--- src/rtl/mem_stage_if.sv ---
// rtl/mem_stage_if.sv - execute/memory/write-back handshake, bus and RAM read signals of the memory stage
interface mem_stage_if;
  logic [79:0] EXE_to_MEM_bus;
  logic        EXE_to_MEM_valid;
  logic        MEM_allow_in;
  logic [31:0] data_ram_r_data;
  logic        WB_allow_in;
  logic        MEM_to_WB_valid;
  logic [69:0] MEM_to_WB_bus;
  logic [39:0] MEM_to_BY_bus;

  modport master (
    output EXE_to_MEM_bus, EXE_to_MEM_valid, data_ram_r_data, WB_allow_in,
    input  MEM_allow_in, MEM_to_WB_valid, MEM_to_WB_bus, MEM_to_BY_bus
  );

  modport slave (
    input  EXE_to_MEM_bus, EXE_to_MEM_valid, data_ram_r_data, WB_allow_in,
    output MEM_allow_in, MEM_to_WB_valid, MEM_to_WB_bus, MEM_to_BY_bus
  );
endinterface

--- src/rtl/mem_stage.sv ---
// rtl/mem_stage.sv - memory access pipeline stage: load wait, one-shot read capture, byte align/extend
module mem_stage #(
  parameter int LOAD_WAIT = 0
) (
  input logic       clk,
  input logic       reset,
  mem_stage_if.slave mem
);
  localparam logic [2:0] LW = 3'(LOAD_WAIT);

  logic        mem_valid;
  logic [79:0] bus_r;
  logic [2:0]  wcnt;
  logic [31:0] ld_hold;
  logic        ld_held;

  logic [2:0]  valid_stage;
  logic        rf_w_en;
  logic        sel_load;
  logic [1:0]  sel_wd;
  logic [4:0]  w_addr;
  logic [31:0] alu_result;
  logic [31:0] inst_pc;

  assign valid_stage = bus_r[79:77];
  assign rf_w_en     = bus_r[76];
  assign sel_load    = bus_r[75];
  assign sel_wd      = bus_r[74:73];
  assign w_addr      = bus_r[68:64];
  assign alu_result  = bus_r[63:32];
  assign inst_pc     = bus_r[31:0];

  logic unused_bus_bits;
  assign unused_bus_bits = ^{valid_stage[2], valid_stage[0], bus_r[72:69]};

  logic is_load, wait_done, ready_go, allow_in, accept;

  assign is_load   = mem_valid & sel_load;
  assign wait_done = (wcnt == LW);
  assign ready_go  = is_load ? (ld_held | wait_done) : 1'b1;
  assign allow_in  = ~mem_valid | (ready_go & mem.WB_allow_in);
  assign accept    = mem.EXE_to_MEM_valid & allow_in;

  // A new instruction always restarts the wait/capture sequence, even if the old one captured this cycle.
  always_ff @(posedge clk) begin
    if (reset) begin
      mem_valid <= 1'b0;
      bus_r     <= '0;
      wcnt      <= '0;
      ld_hold   <= '0;
      ld_held   <= 1'b0;
    end else begin
      if (allow_in)
        mem_valid <= mem.EXE_to_MEM_valid;
      if (accept) begin
        bus_r   <= mem.EXE_to_MEM_bus;
        wcnt    <= '0;
        ld_held <= 1'b0;
      end else if (is_load && !ld_held) begin
        if (wait_done) begin
          ld_hold <= mem.data_ram_r_data;
          ld_held <= 1'b1;
        end else begin
          wcnt <= wcnt + 3'd1;
        end
      end
    end
  end

  logic [31:0] raw;
  logic [7:0]  byte_sel;
  logic [31:0] rf_w_data;
  logic        sel_valid;

  assign raw = ld_held ? ld_hold : mem.data_ram_r_data;

  always_comb begin
    byte_sel = raw[7:0];
    case (alu_result[1:0])
      2'b00: byte_sel = raw[7:0];
      2'b01: byte_sel = raw[15:8];
      2'b10: byte_sel = raw[23:16];
      2'b11: byte_sel = raw[31:24];
      default: byte_sel = raw[7:0];
    endcase
  end

  always_comb begin
    rf_w_data = alu_result;
    if (sel_load) begin
      case (sel_wd)
        2'b01:   rf_w_data = {{24{byte_sel[7]}}, byte_sel};
        2'b10:   rf_w_data = {24'b0, byte_sel};
        default: rf_w_data = raw;
      endcase
    end
  end

  assign sel_valid = is_load ? (mem_valid & ready_go) : (mem_valid & valid_stage[1]);

  assign mem.MEM_allow_in    = allow_in;
  assign mem.MEM_to_WB_valid = mem_valid & ready_go;
  assign mem.MEM_to_WB_bus   = {rf_w_en, w_addr, rf_w_data, inst_pc};
  assign mem.MEM_to_BY_bus   = {w_addr, rf_w_data, sel_valid, mem_valid, rf_w_en};
endmodule

--- src/flat_wrapper.sv ---
// flat-port wrapper written by rule: the top's interface ports become plain ports
module mem_stage_flat 
#(
  parameter int LOAD_WAIT = 0
)
  (clk, reset, mem_EXE_to_MEM_bus, mem_EXE_to_MEM_valid, mem_data_ram_r_data, mem_WB_allow_in, mem_MEM_allow_in, mem_MEM_to_WB_valid, mem_MEM_to_WB_bus, mem_MEM_to_BY_bus);
  mem_stage_if mem_i ();
  input logic clk;
  input logic reset;
  input wire logic [$bits(mem_i.EXE_to_MEM_bus)-1:0] mem_EXE_to_MEM_bus;
  input wire logic [$bits(mem_i.EXE_to_MEM_valid)-1:0] mem_EXE_to_MEM_valid;
  input wire logic [$bits(mem_i.data_ram_r_data)-1:0] mem_data_ram_r_data;
  input wire logic [$bits(mem_i.WB_allow_in)-1:0] mem_WB_allow_in;
  output wire logic [$bits(mem_i.MEM_allow_in)-1:0] mem_MEM_allow_in;
  output wire logic [$bits(mem_i.MEM_to_WB_valid)-1:0] mem_MEM_to_WB_valid;
  output wire logic [$bits(mem_i.MEM_to_WB_bus)-1:0] mem_MEM_to_WB_bus;
  output wire logic [$bits(mem_i.MEM_to_BY_bus)-1:0] mem_MEM_to_BY_bus;
  assign mem_i.EXE_to_MEM_bus = mem_EXE_to_MEM_bus;
  assign mem_i.EXE_to_MEM_valid = mem_EXE_to_MEM_valid;
  assign mem_i.data_ram_r_data = mem_data_ram_r_data;
  assign mem_i.WB_allow_in = mem_WB_allow_in;
  assign mem_MEM_allow_in = mem_i.MEM_allow_in;
  assign mem_MEM_to_WB_valid = mem_i.MEM_to_WB_valid;
  assign mem_MEM_to_WB_bus = mem_i.MEM_to_WB_bus;
  assign mem_MEM_to_BY_bus = mem_i.MEM_to_BY_bus;
  mem_stage #(.LOAD_WAIT(LOAD_WAIT)) u_core (.clk(clk), .reset(reset), .mem(mem_i));
endmodule
--- config.mk ---
export PLATFORM = sky130hd
export DESIGN_NAME = mem_stage_flat
export DESIGN_NICKNAME = d
export VERILOG_FILES = /design/src/rtl/mem_stage_if.sv /design/src/rtl/mem_stage.sv /design/src/flat_wrapper.sv
export SDC_FILE = /design/constraint.sdc
export NUM_CORES = 1
export LEC_CHECK = 0
export CORE_MARGIN = 3
export CORE_UTILIZATION = 49
export DETAILED_ROUTE_END_ITERATION = 6
export GPL_TIMING_DRIVEN = 1
export HOLD_SLACK_MARGIN = 0.1
export PLACE_DENSITY = 0.86
export SLEW_MARGIN = 40
export SYNTH_ARGS = -nofsm -noshare
export SYNTH_HDL_FRONTEND = slang
export SYNTH_SLANG_ARGS = --single-unit
--- constraint.sdc ---
create_clock -name clk -period 3.1 [get_ports clk]
set_input_delay 0.465 -clock clk [delete_from_list [all_inputs] [get_ports clk]]
set_output_delay 0.465 -clock clk [all_outputs]
set_load 0.005 [all_outputs]
==> flow_summary.yaml <==
min_path:
  hold_path.class: "flop to flop"
  hold_path_end: "u_core.bus_r[56]"
  holdPathStages: 2
  hp-start: "u_core.bus_r[56]"
yosys:
  seq_area_frac_synth: 0.345
  syn-cell-area_um2: 6440
  synth_top_area_cell: "dfxtp_1"
  syn_area_per_cell_um2: 9.45
  synth_nets: 802
  yosys-top-cells-area: "dfxtp_1, mux2i_1, nand2b_1, buf_4, o221ai_1"
  yosysWarnings: 0
  synth-seq-cells: 111
  synth_cells: 682
  yosysTopAreaCellShare: 0.345
  synthDistinctLibCells: 36
floorplan:
  ios: 228
  core.rowCount: 41
  die_w_um: 121
  die_area_um2: 14600
  die_h_um: 121
  initial_core_util: 0.506
  core_area_um2: 12700
final_layout:
  final_common_cell: "clkdlybuf4s50_1"
  nets: 930
  drive_gt1_frac: 0.0748
  area_growth_pct: 35.6
  diodes: 0
  design_area_um2: 8740
  mostFrequentLayoutCells: "clkdlybuf4s50_1, nand2b_1, mux2i_1, dfxtp_1, dlymetal6s2s_1"
  fillerInstances: 1019
worst_setup_path:
  start_kind: "flop"
  worstPathRequired_ns: 2.63
  slowest_stage: "clkdlybuf4s50_1"
  crit_path_end_kind: "primary output"
  crit_path_max_incr_delay_ns: 0.48
  cp_max_fo: 17
  crit_chain: "buf_4 > buf_4 > mux2i_1 > a22oi_1 > o211ai_1 > o21ai_1 > clkdlybuf4s50_1"
  cpMostUsedCell: "buf_4"
  reg2reg_depth: 7
  worst-setup-path-type: "flop to primary output"
  rrSetupSlack_ns: 0.95
  r2r-end: "u_core.bus_r[45]"
  arrival_ns: 2.53
  reg2reg_from: "u_core.wcnt[0]"
timing:
  timing.fmax_mhz: 334
  fin_crit_sh: 0.966
  fin_crit_ns: 3.00
  grt_setup_unrepaired: "false"
  hold_ws_ns: 0.475
  finClkSkew_ns: 0.00487
  relSlewSlack: 0.627
  hold_viol: 0
  finalSetupViolations: 0
  postLayoutSetupSlackWorst_ns: 0.104
  maxSlewViolCount: 0
  worst-slew-pin-transition_ns: 0.559
pwr:
  power_density_nw_per_um2: 406
  finalPower_w: 0.00354
  power.leakage_nw: 3.78
  ir_drop_mv: 0.255
placement:
  placed_area_um2: 8250
  post-place-ws_ns: -0.0279
  hpwl_mm: 13.0
  portBuffers: 221
  gp_congestion: 0.900
detailed_routing:
  drt-initial-drc-count: 313
  viasPerCell: 5.22
  drcViolationCount: 0
  firstDrtPassIters: 4
  wl_per_cell_um: 17.8
  wl_mm: 17.5
  num_vias: 5156
  drtAntennaViolNets: 0
cts:
  clk_latency_ns: 0.35
  cts_root_buf: "clkbuf_16"
  clk_path_buf_depth: 2
  cts_sinks: 111
  ctsHtreeMaxLevel: 3
  cts_inserted_buffers: 9
  cts_tree: "yes"
  path_clk_slew_ns: 0.07
job:
  drv_cap: 0
status:
  status: "finished, final reports clean"
global_routing:
  grt_max_degree: 124
  grtUsageTotal: 0.233
  grt_pass1_wl_mm: 26.7
  antenna_found_initial: 0
  grt_pass1_vias: 5176
  overflow: 0
==> state kept, by name, indices dropped and copies added (netlist names) <==
signal and cells:
u_core.bus_r 74, u_core.ld_hold 32, u_core.wcnt 3, u_core.ld_held 1, u_core.mem_valid 1
==> cells by family after synthesis <==
logic type                 count (synthesis)  synth area share
and+or+nand+nor                          200             0.183
xor gates and xnor gates                   1           0.00136
buffers and inverters                    162             0.149
DFF                                      111             0.345
adders and majority gates                  4           0.00777
muxes                                    147             0.244
AOI/OAI and AO/OA                         57            0.0703
==> worst max path at each step <==
| stage | start | endpoint | slack, ns | depth (start not counted) |
|---|---|---|---|---|
| finish | u_core.ld_held | mem_MEM_to_BY_bus[3] | 0.10 | 7 |
| global route | u_core.bus_r[73] | mem_MEM_to_BY_bus[9] | 0.002 | 6 |
| CTS | mem_data_ram_r_data[23] | mem_MEM_to_BY_bus[26] | 0.009 | 7 |
| floorplan | u_core.ld_held | mem_MEM_to_WB_bus[53] | 0.86 | 7 |
| detailed placement | mem_data_ram_r_data[23] | mem_MEM_to_BY_bus[32] | -0.03 | 7 |
| global placement | mem_data_ram_r_data[23] | mem_MEM_to_BY_bus[30] | 0.003 | 7 |
==> critical path: cells and delay by family (launching register included) <==
family / cells / cell delay (ns)
flops: 1 / 0.36
mux: 1 / 0.41
compound gates: 3 / 0.40
buf+inv: 3 / 1.00
==> metal layers <==
metal  part of all wire  wire, µm  track usage
met2               0.50      8760        0.402
met5                  0         0            0
met3              0.079      1380       0.0589
met1               0.40      7070        0.283
met4              0.017       305       0.0758
==> power by group <==
group          internal, W  switching (W)
Sequential         0.00150      0.0000516
Combinational     0.000485       0.000314
Clock             0.000652       0.000545
==> synth_stat cells <==
master and number:
nand2b_1 151, mux2i_1 139, dfxtp_1 111, buf_4 83
inv_1 38, nor2_1 34, o221ai_1 25, clkbuf_1 23
buf_2 12, mux4_2 8, o21ai_1 8, a22oi_1 7
o211ai_1 7, ha_1 4, buf_1 3, buf_6 3
nor3_1 3, a31oi_1 2, nand2_1 2, nand4_1 2
nor2b_1 2, a2111oi_4 1, a211oi_1 1, a21boi_1 1
a21oi_1 1, and2_1 1, nand2b_2 1, nand3_1 1
nand3b_4 1, nor3b_2 1, o21a_1 1, o21ai_0 1
o21bai_1 1, o31a_1 1, or4_1 1, xnor2_1 1
==> final cells by class <==
| class | count | area, µm² | area share |
|---|---|---|---|
| inverters | 38 | 143 | 0.0163 |
| well taps | 172 | 215 | 0.0246 |
| repair buffers | 241 | 2530 | 0.290 |
| clock buffers | 10 | 239 | 0.0273 |
| multi-input cells | 409 | 3310 | 0.379 |
| flip-flops and latches | 111 | 2230 | 0.255 |
| clock inverters | 6 | 68.8 | 0.00788 |
==> timing repair <==
item | in CTS | in global routing
setup buffers | 0 | 6
pin swaps | 0 | 0
resized for setup | 7 | 46
hold buffers | 0 | 0
endpoints found under the setup margin | 37 | 56
==> per-stage QoR <==
step,TNS [ns],util,std cells
6_report,0,0.687,987
5_1_grt,0,0.687,987
4_1_cts,0,0.673,981
3_5_place_dp,-0.0762,0.648,965
3_3_place_gp,0,0.648,965
2_1_floorplan,0,-,682
No activity file was read; power rests on OpenSTA's default activity.
